## config.mk

```make
export PLATFORM = sky130hd
export DESIGN_NAME = fp_normalizer_flat
export DESIGN_NICKNAME = d
export VERILOG_FILES = /design/src/rtl/fp_normalizer_if.sv /design/src/rtl/fp_normalizer.sv /design/src/flat_wrapper.sv
export SDC_FILE = /design/constraint.sdc
export NUM_CORES = 1
export LEC_CHECK = 0
export CAP_MARGIN = 20
export CELL_PAD_IN_SITES_DETAIL_PLACEMENT = 0
export CELL_PAD_IN_SITES_GLOBAL_PLACEMENT = 1
export CORE_MARGIN = 3
export CORE_UTILIZATION = 35
export CTS_CLUSTER_DIAMETER = 200
export DETAILED_ROUTE_END_ITERATION = 7
export DONT_BUFFER_PORTS = 1
export PLACE_DENSITY = 0.63
export SLEW_MARGIN = 20
export SYNTH_ARGS = -nofsm -noshare
export SYNTH_HDL_FRONTEND = slang
export SYNTH_SLANG_ARGS = --single-unit
```

## constraint.sdc

```tcl
create_clock -name clk -period 5.9 [get_ports clk]
set_input_delay 0.885 -clock clk [delete_from_list [all_inputs] [get_ports clk]]
set_output_delay 0.885 -clock clk [all_outputs]
set_load 0.005 [all_outputs]
```

## src/rtl/fp_normalizer_if.sv

```systemverilog
// Handshake and data bundle between the FP datapath, the normalizer and the rounder.
// The master side is the upstream producer, which also drives out_ready.
interface fp_normalizer_if #(parameter int WIDTH = 48);
  logic              in_valid;
  logic              in_ready;
  logic              in_sign;
  logic signed [9:0] in_exp;
  logic [WIDTH-1:0]  in_sig;
  logic              out_valid;
  logic              out_ready;
  logic              out_sign;
  logic signed [9:0] out_exp;
  logic [22:0]       out_mantissa;
  logic              out_guard;
  logic              out_round;
  logic              out_sticky;
  logic              out_zero;

  modport master (
    output in_valid, in_sign, in_exp, in_sig, out_ready,
    input  in_ready, out_valid, out_sign, out_exp, out_mantissa,
           out_guard, out_round, out_sticky, out_zero
  );

  modport slave (
    input  in_valid, in_sign, in_exp, in_sig, out_ready,
    output in_ready, out_valid, out_sign, out_exp, out_mantissa,
           out_guard, out_round, out_sticky, out_zero
  );
endinterface

```

## src/rtl/fp_normalizer.sv

```systemverilog
// Iterative post-arithmetic normalizer: brings the hidden bit to WIDTH-2 with at most
// SHIFT_STEP left shifts per cycle, then splits the result into mantissa and GRS bits.
module fp_normalizer #(
  parameter int WIDTH      = 48,
  parameter int SHIFT_STEP = 8
) (
  input logic            clk,
  input logic            rst_n,
  fp_normalizer_if.slave bus
);
  localparam logic [1:0] S_IDLE  = 2'd0;
  localparam logic [1:0] S_SHIFT = 2'd1;
  localparam logic [1:0] S_DONE  = 2'd2;

  logic [1:0]        r_state;
  logic [WIDTH-1:0]  r_sig;
  logic signed [9:0] r_exp;
  logic              r_sign;
  logic              r_sticky;
  logic              r_in_ready;
  logic              r_out_valid;
  logic              r_out_sign;
  logic signed [9:0] r_out_exp;
  logic [22:0]       r_out_mant;
  logic              r_out_guard;
  logic              r_out_round;
  logic              r_out_sticky;
  logic              r_out_zero;

  logic [WIDTH-1:0]  w_nxt_sig;
  logic signed [9:0] w_nxt_exp;
  logic              w_nxt_sticky;
  logic              w_done;
  logic              w_zero;
  logic              w_subn;
  logic              w_low_or;
  int                w_lz;
  int                w_shamt;

  // Distance from the highest set bit to the hidden-bit position, clamped by step and exponent.
  always_comb begin
    w_lz = 0;
    for (int i = 0; i <= WIDTH-2; i++)
      if (r_sig[i]) w_lz = WIDTH - 2 - i;
    w_shamt = w_lz;
    if (w_shamt > SHIFT_STEP) w_shamt = SHIFT_STEP;
    if (w_shamt > int'(r_exp) - 1) w_shamt = int'(r_exp) - 1;
  end

  always_comb begin
    w_nxt_sig    = r_sig;
    w_nxt_exp    = r_exp;
    w_nxt_sticky = r_sticky;
    w_done       = 1'b0;
    w_zero       = 1'b0;
    w_subn       = 1'b0;
    if (r_sig == '0) begin
      w_done = 1'b1;
      w_zero = 1'b1;
    end else if (r_sig[WIDTH-1]) begin
      w_nxt_sig    = r_sig >> 1;
      w_nxt_sticky = r_sticky | r_sig[0];
      w_nxt_exp    = r_exp + 10'sd1;
      w_done       = 1'b1;
    end else if (r_sig[WIDTH-2]) begin
      w_done = 1'b1;
    end else if (r_exp <= 10'sd1) begin
      w_done = 1'b1;
      w_subn = 1'b1;
    end else begin
      w_nxt_sig = r_sig << w_shamt;
      w_nxt_exp = r_exp - 10'(w_shamt);
    end
  end

  generate
    if (WIDTH > 27) begin : g_low
      assign w_low_or = |w_nxt_sig[WIDTH-28:0];
    end else begin : g_nolow
      assign w_low_or = 1'b0;
    end
  endgenerate

  always_ff @(posedge clk) begin
    if (!rst_n) begin
      r_state      <= S_IDLE;
      r_sig        <= '0;
      r_exp        <= '0;
      r_sign       <= 1'b0;
      r_sticky     <= 1'b0;
      r_in_ready   <= 1'b0;
      r_out_valid  <= 1'b0;
      r_out_sign   <= 1'b0;
      r_out_exp    <= '0;
      r_out_mant   <= '0;
      r_out_guard  <= 1'b0;
      r_out_round  <= 1'b0;
      r_out_sticky <= 1'b0;
      r_out_zero   <= 1'b0;
    end else begin
      case (r_state)
        S_IDLE: begin
          if (bus.in_valid && r_in_ready) begin
            r_sig      <= bus.in_sig;
            r_exp      <= bus.in_exp;
            r_sign     <= bus.in_sign;
            r_sticky   <= 1'b0;
            r_in_ready <= 1'b0;
            r_state    <= S_SHIFT;
          end else begin
            r_in_ready <= 1'b1;
          end
        end
        S_SHIFT: begin
          r_sig    <= w_nxt_sig;
          r_exp    <= w_nxt_exp;
          r_sticky <= w_nxt_sticky;
          if (w_done) begin
            r_state      <= S_DONE;
            r_out_valid  <= 1'b1;
            r_out_sign   <= r_sign;
            r_out_exp    <= (w_zero || w_subn) ? 10'sd0 : w_nxt_exp;
            r_out_mant   <= w_nxt_sig[WIDTH-3 -: 23];
            r_out_guard  <= w_nxt_sig[WIDTH-26];
            r_out_round  <= w_nxt_sig[WIDTH-27];
            r_out_sticky <= w_low_or | w_nxt_sticky;
            r_out_zero   <= w_zero;
          end
        end
        S_DONE: begin
          if (bus.out_ready) begin
            r_state     <= S_IDLE;
            r_out_valid <= 1'b0;
            r_in_ready  <= 1'b1;
          end
        end
        default: r_state <= S_IDLE;
      endcase
    end
  end

  assign bus.in_ready     = r_in_ready;
  assign bus.out_valid    = r_out_valid;
  assign bus.out_sign     = r_out_sign;
  assign bus.out_exp      = r_out_exp;
  assign bus.out_mantissa = r_out_mant;
  assign bus.out_guard    = r_out_guard;
  assign bus.out_round    = r_out_round;
  assign bus.out_sticky   = r_out_sticky;
  assign bus.out_zero     = r_out_zero;
endmodule

```

## src/flat_wrapper.sv

```systemverilog
// flat-port wrapper written by rule: the top's interface ports become plain ports
module fp_normalizer_flat 
#(
  parameter int WIDTH      = 48,
  parameter int SHIFT_STEP = 8
)
  (clk, rst_n, bus_in_valid, bus_in_sign, bus_in_exp, bus_in_sig, bus_out_ready, bus_in_ready, bus_out_valid, bus_out_sign, bus_out_exp, bus_out_mantissa, bus_out_guard, bus_out_round, bus_out_sticky, bus_out_zero);
  fp_normalizer_if #(.WIDTH(WIDTH)) bus_i ();
  input logic clk;
  input logic rst_n;
  input wire logic [$bits(bus_i.in_valid)-1:0] bus_in_valid;
  input wire logic [$bits(bus_i.in_sign)-1:0] bus_in_sign;
  input wire logic [$bits(bus_i.in_exp)-1:0] bus_in_exp;
  input wire logic [$bits(bus_i.in_sig)-1:0] bus_in_sig;
  input wire logic [$bits(bus_i.out_ready)-1:0] bus_out_ready;
  output wire logic [$bits(bus_i.in_ready)-1:0] bus_in_ready;
  output wire logic [$bits(bus_i.out_valid)-1:0] bus_out_valid;
  output wire logic [$bits(bus_i.out_sign)-1:0] bus_out_sign;
  output wire logic [$bits(bus_i.out_exp)-1:0] bus_out_exp;
  output wire logic [$bits(bus_i.out_mantissa)-1:0] bus_out_mantissa;
  output wire logic [$bits(bus_i.out_guard)-1:0] bus_out_guard;
  output wire logic [$bits(bus_i.out_round)-1:0] bus_out_round;
  output wire logic [$bits(bus_i.out_sticky)-1:0] bus_out_sticky;
  output wire logic [$bits(bus_i.out_zero)-1:0] bus_out_zero;
  assign bus_i.in_valid = bus_in_valid;
  assign bus_i.in_sign = bus_in_sign;
  assign bus_i.in_exp = bus_in_exp;
  assign bus_i.in_sig = bus_in_sig;
  assign bus_i.out_ready = bus_out_ready;
  assign bus_in_ready = bus_i.in_ready;
  assign bus_out_valid = bus_i.out_valid;
  assign bus_out_sign = bus_i.out_sign;
  assign bus_out_exp = bus_i.out_exp;
  assign bus_out_mantissa = bus_i.out_mantissa;
  assign bus_out_guard = bus_i.out_guard;
  assign bus_out_round = bus_i.out_round;
  assign bus_out_sticky = bus_i.out_sticky;
  assign bus_out_zero = bus_i.out_zero;
  fp_normalizer #(.WIDTH(WIDTH), .SHIFT_STEP(SHIFT_STEP)) u_core (.clk(clk), .rst_n(rst_n), .bus(bus_i));
endmodule
```

==> results.yml <==
die:
  die_w_um: 178
  ios: 103
  core_mm2: 0.0289
  dieArea_mm2: 0.0316
  rows: 62
  fp.dieH_um: 178
  initial_utilization_pct: 35.8
worst_setup_path:
  slowest_delay_ns: 0.73
  cpLargestDelayFamily: "compound AO/OA/AOI/OAI gates"
  worstSetupEndpoint: "u_core.r_sig[28]"
  path_common_cell: "buf_4"
  reg2reg_to: "u_core.r_sig[28]"
  critPathRequiredTime_ns: 6.19
  crit_arrival_ns: 5.96
  crit_fanout: 29
  critPathBufInv: 6
  path_cells: "buf_4 -> nor4_1 -> o211ai_1 -> a211oi_2 -> ha_1 -> and3_1 -> a211o_1 -> o221ai_2 -> a22o_2 -> buf_4 -> buf_4 -> nor3_1 -> a21o_1 -> inv_1 -> buf_4 -> nand2_1 -> o2bb2ai_1 -> nand2_1 -> a221oi_2 -> buf_4 -> o221ai_1 -> a21oi_1"
  rrSetupSlack_ns: 0.23
  cp.depth: 22
  r2r-start: "u_core.r_sig[19]"
  cp_slowest_cell: "o2bb2ai_1"
  startpoint: "u_core.r_sig[19]"
  worstSetupStartpointType: "register"
  r2r_cells: 22
  cp-end-kind: "register"
  critPathKind: "register to register"
synthesis:
  netlist_area_mm2: 0.0103
  synth_seq_cells: 102
  syn_inst: 1460
  synth_flop_cell: "dfxtp_1"
  synthDistinctLibCells: 93
  yosysSeqAreaShare_pct: 19.8
  synth.avg_cell_area_um2: 7.07
  synthMostInstantiatedCell: "nand2_1"
  synth_edf_count: 0
  synth_commonest_cells: "nand2_1, a21oi_1, nor2_1, clkbuf_1, o21ai_0"
  synthTopCellsByArea: "dfxtp_1, mux2i_1, a21oi_1"
  synth_top_cell_by_area: "dfxtp_1"
  yosysWarningCount: 0
  synth_top_area_share_pct: 19.8
  async_reset_ff_share_pct: 0
sta:
  rsz0062_at_grt: "no"
  hold_viol: 0
  whs_ns: 0.467
  relSlewSlack_pct: 30.9
  slew_viol_final: 0
  fmaxAchievable_mhz: 176
  worst_slack_ns: 0.233
  tns_ns: 0
  timing.final.crit_share_pct: 96.0
  setup_viol: 0
  worst_pin_slew_ns: 1.03
  period_minus_slack_ns: 5.67
  fin_skew_ns: 0.0110
cells_and_area:
  area_delta_synth_final_pct: 21.7
  layout.cells.non_filler: 1948
  post-route-util_pct: 43.5
  drive_above_1_share_pct: 23.3
  nets: 1639
  diodes: 0
  final_area_mm2: 0.0126
  nFillCells: 3065
job:
  maxCapViolations: 0
global_route:
  globalRoute.totalOverflow: 0
  antenna_found_initial: 0
  grt_pass1_vias: 12000
  grtUsageTotal_pct: 33.1
  grt_first_pass_wirelength_mm: 78.3
  grt_max_degree: 48
placement:
  hpwl_mm: 39.8
  io_buffer_count: 0
  placed_cells: 1929
  placed_area_mm2: 0.0120
  place.gp.congestion: 1.04
  dp_slack_ns: 0.0886
clocking:
  cts_tree: "built"
  clk_pin_slew_ns: 0.08
  cts_made_buffers: 9
  clock_sinks: 102
  postCtsHoldBufs: 0
  cts.htree.levels: 3
  cts_root_buf: "clkbuf_16"
  clock_latency_ns: 0.37
  clockBufferDepth: 2
route:
  wl_per_cell_um: 27.4
  drtIter0Drc: 1524
  viasPerCell: 6.39
  drt.antenna.violating_nets: 0
  wl_mm: 53.5
  num_vias: 12500
  drcViolationCount: 0
  drtPass1Iterations: 5
pwr:
  power_mw: 8.51
  power.leakage_nw: 4.87
  worst_ir_drop_vdd_uv: 405
  p_per_area_mw_per_mm2: 677
run_status:
  status: "finished clean"
min_path:
  hold_path.class: "register to register"
  min_path_cells: 2
cell usage in the layout (no fill, tap or decap), drive strengths merged, types with 7 or more instances in the layout:
master | netlist | routed
mux4 | 14 | 14
and3 | 8 | 8
ha | 16 | 16
nor3 | 48 | 48
o211ai | 28 | 28
buf | 37 | 251
nor2 | 141 | 141
a22oi | 20 | 20
nand2b | 15 | 15
mux2 | 12 | 12
a2111oi | 9 | 9
xnor2 | 11 | 11
xor2 | 7 | 7
o22ai | 7 | 7
clkbuf | 127 | 9
o21a | 14 | 14
a221oi | 14 | 14
or3 | 8 | 8
o221ai | 39 | 39
or2 | 7 | 7
inv | 35 | 40
mux2i | 82 | 82
a21o | 9 | 9
nand2 | 173 | 173
a32o | 7 | 7
a21oi | 147 | 147
a31oi | 15 | 15
o21ai | 118 | 118
nor4 | 22 | 22
dfxtp | 102 | 102
a211oi | 16 | 16
nand3 | 42 | 42
worst min-delay path, cell delays in order (launching register included):
cell and delay [ns]:
dfxtp_1 0.32, nand2_1 0.05, a21oi_1 0.05
per-layer routing:
metal / GRT usage (%) / vias up / share of wire, %
met5: 0 / - / 0
li1: - / 5628 / -
met2: 50.4 / 664 / 44
met3: 8.79 / 119 / 10
met4: 13.5 / 0 / 4.2
met1: 44.3 / 6039 / 42
worst min path at each step:
stage,startpoint,end
after global routing,u_core.bus.out_mantissa[7],u_core.bus.out_mantissa[7]
final,u_core.r_sign,u_core.bus.out_sign
after global placement,u_core.r_sign,u_core.bus.out_sign
after floorplan,u_core.r_sign,u_core.bus.out_sign
after detailed placement,u_core.r_sign,u_core.bus.out_sign
after CTS,u_core.r_sign,u_core.bus.out_sign
registers in the layout (all words and copies together) (netlist names):
name,cells
u_core.r_sticky,1
u_core.r_state,2
u_core.r_sig,48
u_core.bus.in_ready,1
u_core.bus.out_mantissa,23
u_core.bus.out_guard,1
u_core.r_sign,1
u_core.bus.out_sticky,1
u_core.r_exp,10
u_core.bus.out_sign,1
u_core.bus.out_zero,1
u_core.bus.out_valid,1
u_core.bus.out_round,1
u_core.bus.out_exp,10
what timing repair did:
item,CTS,global route
setup buffers,0,3
resized for setup,0,48
setup endpoints to repair,0,29
power by group:
group / switching, mW / internal, mW / total (mW)
sequential: 0.0984 / 0.764 / 0.862
clock: 0.307 / 0.298 / 0.605
combinational: 4.26 / 2.78 / 7.04
total: 4.67 / 3.84 / 8.51
layout make-up:
type                            count  area (um^2)  share of cell area, %
Clock buffer                        9          225                   1.79
Multi-Input combinational cell   1159         7650                   60.9
Sequential cell                   102         2060                   16.4
Tap cell                          384          480                   3.83
Inverter                           36          145                   1.16
Clock inverter                      7         63.8                  0.508
Timing Repair Buffer              251         1940                   15.4
logic make-up after synthesis:
| logic type | share of synthesized area (%) |
|---|---|
| XOR/XNOR | 1.53 |
| flip-flops | 19.8 |
| adder cells (fa/ha/maj) | 2.13 |
| buffers and inverters | 8.46 |
| AO/OA/AOI/OAI | 34.1 |
| AND/OR/NAND/NOR | 21.4 |
| multiplexers | 12.5 |
| other | 0.0363 |
Note: power is estimated with default switching activity, not from simulation.
